===== src/rtl/spi_arb_9361.sv =====
`default_nettype none
// ----------------------------------------------------------------------
// spi_arb_9361 : shares one AD9361 SPI master among N_REQ requesters
// Rev 1.0
// ----------------------------------------------------------------------
module spi_arb_9361 #(
  parameter int N_REQ   = 3,
  parameter int TIMEOUT = 4096
) (
  input  logic                clk,
  input  logic                rst,
  input  logic                pri_mode,
  input  logic [N_REQ-1:0]    req,
  input  logic [N_REQ-1:0]    req_wr,
  input  logic [N_REQ*10-1:0] req_addr,
  input  logic [N_REQ*8-1:0]  req_wdata,
  output logic [N_REQ-1:0]    gnt,
  output logic [N_REQ-1:0]    done,
  output logic [N_REQ-1:0]    err,
  output logic [7:0]          rdata,
  output logic                busy,
  output logic [7:0]          err_cnt,
  output logic                spi_start,
  output logic                spi_wr,
  output logic [9:0]          spi_addr,
  output logic [7:0]          spi_wdata,
  input  logic                spi_busy,
  input  logic                spi_done,
  input  logic [7:0]          spi_rdata
);

  localparam int            PW       = $clog2(N_REQ);
  localparam logic [PW:0]   N_W      = (PW+1)'(N_REQ);
  localparam logic [PW-1:0] LAST     = PW'(N_REQ-1);
  localparam logic [15:0]   TMO_LAST = 16'(TIMEOUT-1);

  typedef enum logic [1:0] {
    IDLE  = 2'd0,
    ISSUE = 2'd1,
    WAIT  = 2'd2,
    RESP  = 2'd3
  } state_t;

  state_t           state_q, state_d;
  logic [PW-1:0]    ptr_q, ptr_d;
  logic [PW-1:0]    own_q, own_d;
  logic [N_REQ-1:0] gnt_q, gnt_d;
  logic             tmo_q, tmo_d;
  logic [15:0]      cnt_q, cnt_d;
  logic [7:0]       rdata_q, rdata_d;
  logic [7:0]       err_cnt_q, err_cnt_d;
  logic             spi_wr_q, spi_wr_d;
  logic [9:0]       spi_addr_q, spi_addr_d;
  logic [7:0]       spi_wdata_q, spi_wdata_d;

  logic [9:0] addr_a  [N_REQ];
  logic [7:0] wdata_a [N_REQ];

  for (genvar gi = 0; gi < N_REQ; gi++) begin : g_unpack
    assign addr_a[gi]  = req_addr[10*gi +: 10];
    assign wdata_a[gi] = req_wdata[8*gi +: 8];
  end

  // Winner selection: rotate from ptr; requester 0 is removed from the
  // rotation in priority mode because it has already been considered.
  logic [N_REQ-1:0] cand_mask;
  logic             win_vld;
  logic [PW-1:0]    win_idx;
  logic [PW:0]      scan;

  always_comb begin
    cand_mask = pri_mode ? (req & ~N_REQ'(1)) : req;
    win_vld   = 1'b0;
    win_idx   = '0;
    scan      = '0;
    if (pri_mode && req[0]) begin
      win_vld = 1'b1;
    end else begin
      for (int k = 0; k < N_REQ; k++) begin
        scan = {1'b0, ptr_q} + (PW+1)'(k);
        if (scan >= N_W) scan = scan - N_W;
        if (!win_vld && cand_mask[scan[PW-1:0]]) begin
          win_vld = 1'b1;
          win_idx = scan[PW-1:0];
        end
      end
    end
  end

  always_comb begin
    state_d     = state_q;
    ptr_d       = ptr_q;
    own_d       = own_q;
    gnt_d       = gnt_q;
    tmo_d       = tmo_q;
    cnt_d       = cnt_q;
    rdata_d     = rdata_q;
    err_cnt_d   = err_cnt_q;
    spi_wr_d    = spi_wr_q;
    spi_addr_d  = spi_addr_q;
    spi_wdata_d = spi_wdata_q;
    spi_start   = 1'b0;
    case (state_q)
      IDLE: begin
        if (win_vld) begin
          own_d       = win_idx;
          gnt_d       = N_REQ'(1) << win_idx;
          spi_wr_d    = req_wr[win_idx];
          spi_addr_d  = addr_a[win_idx];
          spi_wdata_d = wdata_a[win_idx];
          tmo_d       = 1'b0;
          state_d     = ISSUE;
        end
      end
      ISSUE: begin
        if (!spi_busy) begin
          spi_start = 1'b1;
          // Counter holds cycles elapsed since the start strobe.
          cnt_d     = 16'd1;
          state_d   = WAIT;
        end
      end
      WAIT: begin
        cnt_d = cnt_q + 16'd1;
        if (spi_done) begin
          rdata_d = spi_rdata;
          state_d = RESP;
        end else if (cnt_q >= TMO_LAST) begin
          tmo_d   = 1'b1;
          state_d = RESP;
        end
      end
      RESP: begin
        if (tmo_q && (err_cnt_q != 8'hFF)) err_cnt_d = err_cnt_q + 8'd1;
        ptr_d   = (own_q == LAST) ? '0 : own_q + PW'(1);
        gnt_d   = '0;
        state_d = IDLE;
      end
      default: state_d = IDLE;
    endcase
  end

  always_ff @(posedge clk or posedge rst) begin
    if (rst) begin
      state_q     <= IDLE;
      ptr_q       <= '0;
      own_q       <= '0;
      gnt_q       <= '0;
      tmo_q       <= 1'b0;
      cnt_q       <= '0;
      rdata_q     <= '0;
      err_cnt_q   <= '0;
      spi_wr_q    <= 1'b0;
      spi_addr_q  <= '0;
      spi_wdata_q <= '0;
    end else begin
      state_q     <= state_d;
      ptr_q       <= ptr_d;
      own_q       <= own_d;
      gnt_q       <= gnt_d;
      tmo_q       <= tmo_d;
      cnt_q       <= cnt_d;
      rdata_q     <= rdata_d;
      err_cnt_q   <= err_cnt_d;
      spi_wr_q    <= spi_wr_d;
      spi_addr_q  <= spi_addr_d;
      spi_wdata_q <= spi_wdata_d;
    end
  end

  assign gnt       = gnt_q;
  assign done      = (state_q == RESP) ? gnt_q : '0;
  assign err       = ((state_q == RESP) && tmo_q) ? gnt_q : '0;
  assign rdata     = rdata_q;
  assign busy      = (state_q != IDLE);
  assign err_cnt   = err_cnt_q;
  assign spi_wr    = spi_wr_q;
  assign spi_addr  = spi_addr_q;
  assign spi_wdata = spi_wdata_q;

endmodule
`default_nettype wire


===== config.mk =====
export PLATFORM = sky130hd
export DESIGN_NAME = spi_arb_9361
export DESIGN_NICKNAME = d
export VERILOG_FILES = /design/src/rtl/spi_arb_9361.sv
export SDC_FILE = /design/constraint.sdc
export NUM_CORES = 1
export LEC_CHECK = 0
export CAP_MARGIN = 20
export CORE_MARGIN = 2
export CORE_UTILIZATION = 47
export CTS_BUF_LIST = sky130_fd_sc_hd__clkbuf_2
export DETAILED_ROUTE_END_ITERATION = 6
export PLACE_DENSITY = 0.89
export SLEW_MARGIN = 0
export SYNTH_ARGS = -nofsm -noshare
export SYNTH_HDL_FRONTEND = slang
export SYNTH_SLANG_ARGS = --single-unit

===== constraint.sdc =====
create_clock -name clk -period 2.7 [get_ports clk]
set_clock_uncertainty 0.05 [all_clocks]
set_input_delay 0.675 -clock clk [delete_from_list [all_inputs] [get_ports clk]]
set_output_delay 0.675 -clock clk [all_outputs]
set_load 0.01 [all_outputs]

==> metrics.csv, run 1 <==
metric,value,unit
power_leakage,2.25,nW
post-route-worst-setup-slack,-12.2,ps
core-area,7210,um2
grt_usage,23.6,%
synthesis.instances,331,
grt_first_pass_wirelength,15500,um
clock_insertion_delay_worst_skew,470,ps
worst_ep_required_time,3060,ps
synth.top_cells.by_count,"61 x sky130_fd_sc_hd__dfrtp_1, 44 x sky130_fd_sc_hd__nor2_1, 26 x sky130_fd_sc_hd__nand3_1",
timing.fmax,369,MHz
die_w,90.0,um
power.density,1170,nW/um2
via_per_inst,5.60,
num-nets-final,561,
failed_checks,setup timing,
ctsHtreeMaxLevel,3,
antenna_cells,0,
post_dp_cell_area,4940,um2
drcViolationCount,0,
multi_input_comb_area,1860,um2
effective_utilization_at_floorplan,48.2,%
fin_total_pwr,6.12,mW
path_cells,"inv_2, ha_2, or4b_4, o221ai_4, o311ai_4, a221oi_4, buf_12, clkbuf_16, a221oi_2, a21oi_2",
cp_data_arrival_time,3080,ps
tritoncts_sinks,61,
timing.critical_path.max_delay_family,compound AO/OA/AOI/OAI gates,
main_flop_type_after_synthesis,sky130_fd_sc_hd__dfrtp_1,
synthMostInstantiatedCell,sky130_fd_sc_hd__dfrtp_1,
cts-root-buf,sky130_fd_sc_hd__clkbuf_2,
timing_hold_violations_final,0,
postSynthAreaPerCell,10.5,um2
wire_per_inst,17.7,um
synth_edf_count,0,
outcome,"complete, but fails checks",
design_internal_power,3.58,mW
final-seq-area,1530,um2
crit_slowest_cell,sky130_fd_sc_hd__or4b_4,
ir_drop,656,uV
gpl.final_weighted_congestion,0.847,
place.detailed.hpwl,6770,um
antenna_found_initial,0,
p_comb_share,64.0,%
timing.critical_path.fanout_max,10,
share_clk_of_total_power,11.9,%
grt_remaining_overflow,0,
drtPass1Iterations,4,
worst-slew-pin-transition,617,ps
fin_setup_tns,-12.2,ps
synthTopCellsByArea,"sky130_fd_sc_hd__dfrtp_1 44%, sky130_fd_sc_hd__a221oi_2 7.8%, sky130_fd_sc_hd__nor2_1 4.7%, sky130_fd_sc_hd__a21oi_2 4.5%, sky130_fd_sc_hd__nand3_1 3.7%",
synth-async-reset-ratio,100,%
endpoint_kind,register,
post_synth_num_cell_types,52,
grt_pass1_vias,3315,
portBuffers,118,
cts_buffer_depth,2,
drc_violation_total_after_the_first_tritonroute_iteration,196,
ys.warnings.count,0,
worstSetupPathType,register to register,
critPathLaunchType,register,
crit_buf_inv,3,
fillCellCount,495,
synth_top_cell_area_share,43.9,%
finish.instance_area,5240,um2
hold_class,register to register,
floorplan.io_pins,119,
fin_cells,582,
grt_start_max_net_pins,38,
dp.cells,559,
final-setup-viol-count,1,
synthDominantAreaCellType,sky130_fd_sc_hd__dfrtp_1,
synth_fp_nets,414,
net-switching-power,2.54,mW
ys_ff_latch,61,
slew_violations,0,
sw_frac_of_total,41.5,%
drive_above_1_share,23.2,%
power_frac_seq,24.1,%
timing.max_cap.violations,0,
detailroute.via_count,3261,
antenna_left,0,
worst_hold_slack,430,ps
timing.final.crit_share,100,%
mappedNetlistArea,3480,um2
cp_slowest_stage_delay,560,ps
fp.dieArea,8100,um2
route.final.wire_length,10300,um
die-height,90.0,um
clk_pin_slew,170,ps
final.min_clock_period,2710,ps
tritoncts.num_buffers,9,
std_cell_rows,31,
slew_headroom,58.5,%
synth_sequential_area_ratio,43.9,%
tritoncts_clock_tree,done,
layout_area_overhead,50.7,%
-- metal layers --
metal  vias up  GRT usage [%]  share of wire, %
li1       1495              -                 -
met1      1615           29.1                42
met2       119           39.7                50
met3        32           4.53               5.3
met4         0           11.8               2.8
met5         -              0                 0
-- per-stage QoR --
stage	utilization, %	worst slack (ps)
3_5_place_dp	68.5	-288
3_3_place_gp	68.5	-219
2_1_floorplan	-	235
5_1_grt	72.7	-53.6
4_1_cts	71.2	13.6
6_report	72.7	-12.2
-- state kept, by name, indices dropped and copies added, names as in the netlist --
| register | cells |
|---|---|
| spi_addr | 10 |
| cnt_q | 16 |
| spi_wr | 1 |
| ptr_q | 2 |
| err_cnt | 8 |
| own_q | 2 |
| tmo_q | 1 |
| spi_wdata | 8 |
| gnt | 3 |
| state_q | 2 |
| rdata | 8 |
-- power by group through the flow --
stage	logic, mW	registers (mW)	clock network [mW]
5_1_grt	4.13	1.51	0.777
2_1_floorplan	2.06	1.55	0
4_1_cts	3.59	1.46	0.740
3_3_place_gp	3.38	1.45	0
6_report	3.91	1.47	0.731
3_5_place_dp	3.49	1.48	0
-- layout make-up --
class | count | share of cell area [%]
clock inverters | 5 | 1.89
multi-input cells | 245 | 35.4
repair buffers | 151 | 29.4
inverters | 10 | 0.716
well taps | 99 | 2.36
clock buffers | 11 | 1.05
flip-flops and latches | 61 | 29.1
-- final timing paths --
kind / endpoint / slack [ps] / cells past startpoint / startpoint
max reg2reg: spi_wr / -10 / 10 / ptr_q[0]
max: spi_wr / -10 / 10 / ptr_q[0]
min in group asynchronous: err_cnt[2] / 510 / 3 / rst
max in group asynchronous: own_q[0] / 1680 / 3 / rst
min reg2reg: ptr_q[0] / 430 / 1 / own_q[0]
min: ptr_q[0] / 430 / 1 / own_q[0]
-- cells in the final DEF (no fill, tap or decap), types with 5 or more instances in the layout --
cell | synthesis | layout
sky130_fd_sc_hd__mux2_2 | 10 | 10
sky130_fd_sc_hd__nand2_1 | 25 | 25
sky130_fd_sc_hd__buf_12 | 0 | 6
sky130_fd_sc_hd__o21ai_0 | 10 | 10
sky130_fd_sc_hd__a21oi_2 | 18 | 18
sky130_fd_sc_hd__clkdlybuf4s50_1 | 0 | 114
sky130_fd_sc_hd__and2_1 | 5 | 5
sky130_fd_sc_hd__nor2_1 | 44 | 44
sky130_fd_sc_hd__a221oi_2 | 18 | 18
sky130_fd_sc_hd__ha_1 | 10 | 7
sky130_fd_sc_hd__dfrtp_1 | 61 | 61
sky130_fd_sc_hd__xnor2_1 | 11 | 11
sky130_fd_sc_hd__clkbuf_2 | 0 | 11
sky130_fd_sc_hd__buf_4 | 0 | 25
sky130_fd_sc_hd__nand3_1 | 26 | 26
sky130_fd_sc_hd__xor2_1 | 9 | 9
sky130_fd_sc_hd__and3_1 | 6 | 6
sky130_fd_sc_hd__inv_1 | 10 | 7
-- cells by family after synthesis --
family,synth area share (%)
and+or+nand+nor,18.4
AOI/OAI and AO/OA,21.4
DFF,43.9
buffers and inverters,4.10
xor gates and xnor gates,5.04
muxes,3.53
adders and majority gates,3.60
-- timing repair --
item,in CTS,in global routing
pin swaps,0,3
cloned,1,2
setup buffers,1,3
setup endpoints to repair,9,24
endpoints found under the hold margin,0,0
gates resized for setup,7,7
hold buffers,0,0
Note: power is estimated with default switching activity, not from simulation.
==> run 2, diff against run 1 <==
--- a/config.mk
+++ b/config.mk
@@ -9,6 +9,7 @@
 export CORE_MARGIN = 2
 export CORE_UTILIZATION = 47
 export CTS_BUF_LIST = sky130_fd_sc_hd__clkbuf_2
+export CTS_CLUSTER_SIZE = 40
 export DETAILED_ROUTE_END_ITERATION = 6
 export PLACE_DENSITY = 0.89
 export SLEW_MARGIN = 0
==> results of run 2 <==
Same layout as run 1: the final DEF is identical, and so are final timing and power.
==> run 3, diff against run 2 <==
--- a/config.mk
+++ b/config.mk
@@ -11,6 +11,7 @@
 export CTS_BUF_LIST = sky130_fd_sc_hd__clkbuf_2
 export CTS_CLUSTER_SIZE = 40
 export DETAILED_ROUTE_END_ITERATION = 6
+export GPL_TIMING_DRIVEN = 0
 export PLACE_DENSITY = 0.89
 export SLEW_MARGIN = 0
 export SYNTH_ARGS = -nofsm -noshare
==> metrics.csv, run 3 (synthesized netlist as in run 1, its figures left out) <==
metric,value,unit,change
registers.top_by_ff_count,cnt_q,,
hold_class,input pin to async pin,,
tritoncts.num_buffers,9,,unchanged
grt_start_max_net_pins,43,,+13%
grt_first_pass_wirelength,15000,um,-3.0%
largest_register_ff_count,16,,unchanged
timing_hold_violations_final,0,,unchanged
core-area,7210,um2,unchanged
clk_pin_slew,190,ps,+20 ps
antenna_cells,0,,unchanged
grt_usage,23.0,%,-0.62 points
drive_above_1_share,21.0,%,-2.2 points
die_w,90.0,um,unchanged
effective_utilization_at_floorplan,48.2,%,unchanged
final.min_clock_period,2660,ps,-53.4 ps
antenna_left,0,,unchanged
worstSetupPathType,register to register,,
multi_input_comb_area,1880,um2,+0.94%
slew_headroom,55.5,%,-3.0 points
via_per_inst,5.45,,-2.7%
fin_total_pwr,5.68,mW,-7.2%
fin_cells,571,,-1.9%
endpoint_kind,register,,
drc_violation_total_after_the_first_tritonroute_iteration,79,,-60%
global_route.usage.met2,40.2,%,+0.56 points
power.density,1120,nW/um2,-4.2%
outcome,completed,,
final-setup-viol-count,0,,-1
worst_ep_required_time,3110,ps,+50 ps
groute.layer.met1.usage,27.2,%,-1.9 points
gpl.final_weighted_congestion,0.812,,-4.1%
dp.cells,549,,-1.8%
detailroute.via_count,3112,,-4.6%
cts_hold_repair.buffers,0,,unchanged
worst_hold_slack,405,ps,-25.1 ps
layout_area_overhead,46.0,%,
antenna_found_initial,0,,unchanged
fillCellCount,552,,+12%
tritoncts_clock_tree,done,,
grt_remaining_overflow,0,,unchanged
cp_data_arrival_time,3070,ps,about the same
ctsHtreeMaxLevel,3,,unchanged
timing.final.crit_share,98.5,%,-2.0 points
layout_commonest_cell,sky130_fd_sc_hd__clkdlybuf4s50_1,,
critPathLaunchType,register,,
grt.busiest_layer,met2,,
grt_pass1_vias,3204,,-3.3%
drcViolationCount,0,,unchanged
final-seq-area,1530,um2,unchanged
timing.fmax,376,MHz,+2.0%
drtPass1Iterations,4,,unchanged
grtUsageMet3,5.53,%,+1.0 points
timing.max_cap.violations,0,,unchanged
ff2ff_path_depth,10,,unchanged
fp.dieArea,8100,um2,unchanged
portBuffers,118,,unchanged
route.final.wire_length,9570,um,-6.9%
clock_insertion_delay_worst_skew,530,ps,+60 ps
ir_drop,622,uV,-5.1%
slew_violations,0,,unchanged
cts-root-buf,sky130_fd_sc_hd__clkbuf_2,,
std_cell_rows,31,,unchanged
die-height,90.0,um,unchanged
cts_buffer_depth,2,,unchanged
power_leakage,2.16,nW,-3.9%
num-nets-final,551,,-1.8%
wire_per_inst,16.8,um,-5.1%
tritoncts_sinks,61,,unchanged
place.detailed.hpwl,6860,um,+1.4%
worst-slew-pin-transition,657,ps,+39.9 ps
timing.critical_path.fanout_max,9,,-1
timing.reg2reg.setup_slack,40,ps,+50 ps
floorplan.io_pins,119,,unchanged
final_cell_mix,"114 x sky130_fd_sc_hd__clkdlybuf4s50_1, 61 x sky130_fd_sc_hd__dfrtp_1, 44 x sky130_fd_sc_hd__nor2_1",,
## run 3: final cells by class
class                   instances  share of cell area [%]
clock inverters                 5                    1.50
well taps                      99                    2.44
repair buffers                127                    25.0
multi-input cells             244                    36.9
inverters                      10                   0.739
plain buffers                  15                    2.37
flip-flops and latches         61                    30.1
clock buffers                  10                   0.986
## run 3: path summary, 6_finish.rpt
check	from	endpoint
min in group clk	own_q[0]	ptr_q[0]
setup / recovery	ptr_q[0]	spi_wdata[2]
max in group asynchronous	rst	spi_wr
hold reg to reg	own_q[0]	ptr_q[0]
setup reg to reg	ptr_q[0]	spi_wdata[2]
hold / removal	rst	rdata[6]
## run 3: what timing repair did
item                       4_1_cts  5_1_grt
pin swaps                        0        4
gates cloned                     0        1
setup endpoints to repair       16       34
gates resized for setup         10       18
buffers inserted                 0        7
## run 3: layer usage
| metal | vias to the layer above | wire (um) |
|---|---|---|
| met5 | - | 0 |
| met1 | 1529 | 3950 |
| li1 | 1476 | - |
| met2 | 86 | 5030 |
| met3 | 21 | 374 |
| met4 | 0 | 215 |
## run 3: through the flow
step	TNS [ps]	setup slack, ps	utilization [%]	cell area, um2
2_1_floorplan	0	235	-	3480
3_3_place_gp	-45530	-579	66.3	4780
3_5_place_dp	-11930	-502	66.6	4800
4_1_cts	-187	-77.5	68.7	4960
5_1_grt	-304	-34.2	70.4	5080
6_report	0	41.2	70.4	5080
## run 3: report_power, final
part           total, mW  internal (mW)  switching [mW]
clock network      0.648          0.301           0.347
logic               3.57           1.71            1.86
registers           1.47           1.24           0.225
total               5.68           3.25            2.43
## run 3: worst max-delay path, cell delays in order, from the launching register on
cell and delay (ps):
sky130_fd_sc_hd__dfrtp_1 450, sky130_fd_sc_hd__inv_2 110, sky130_fd_sc_hd__ha_4 210, sky130_fd_sc_hd__buf_6 130, sky130_fd_sc_hd__or4b_4 530, sky130_fd_sc_hd__o221ai_4 140
sky130_fd_sc_hd__o311ai_4 150, sky130_fd_sc_hd__a221oi_4 390, sky130_fd_sc_hd__buf_4 230, sky130_fd_sc_hd__a221oi_2 70, sky130_fd_sc_hd__a21oi_2 130
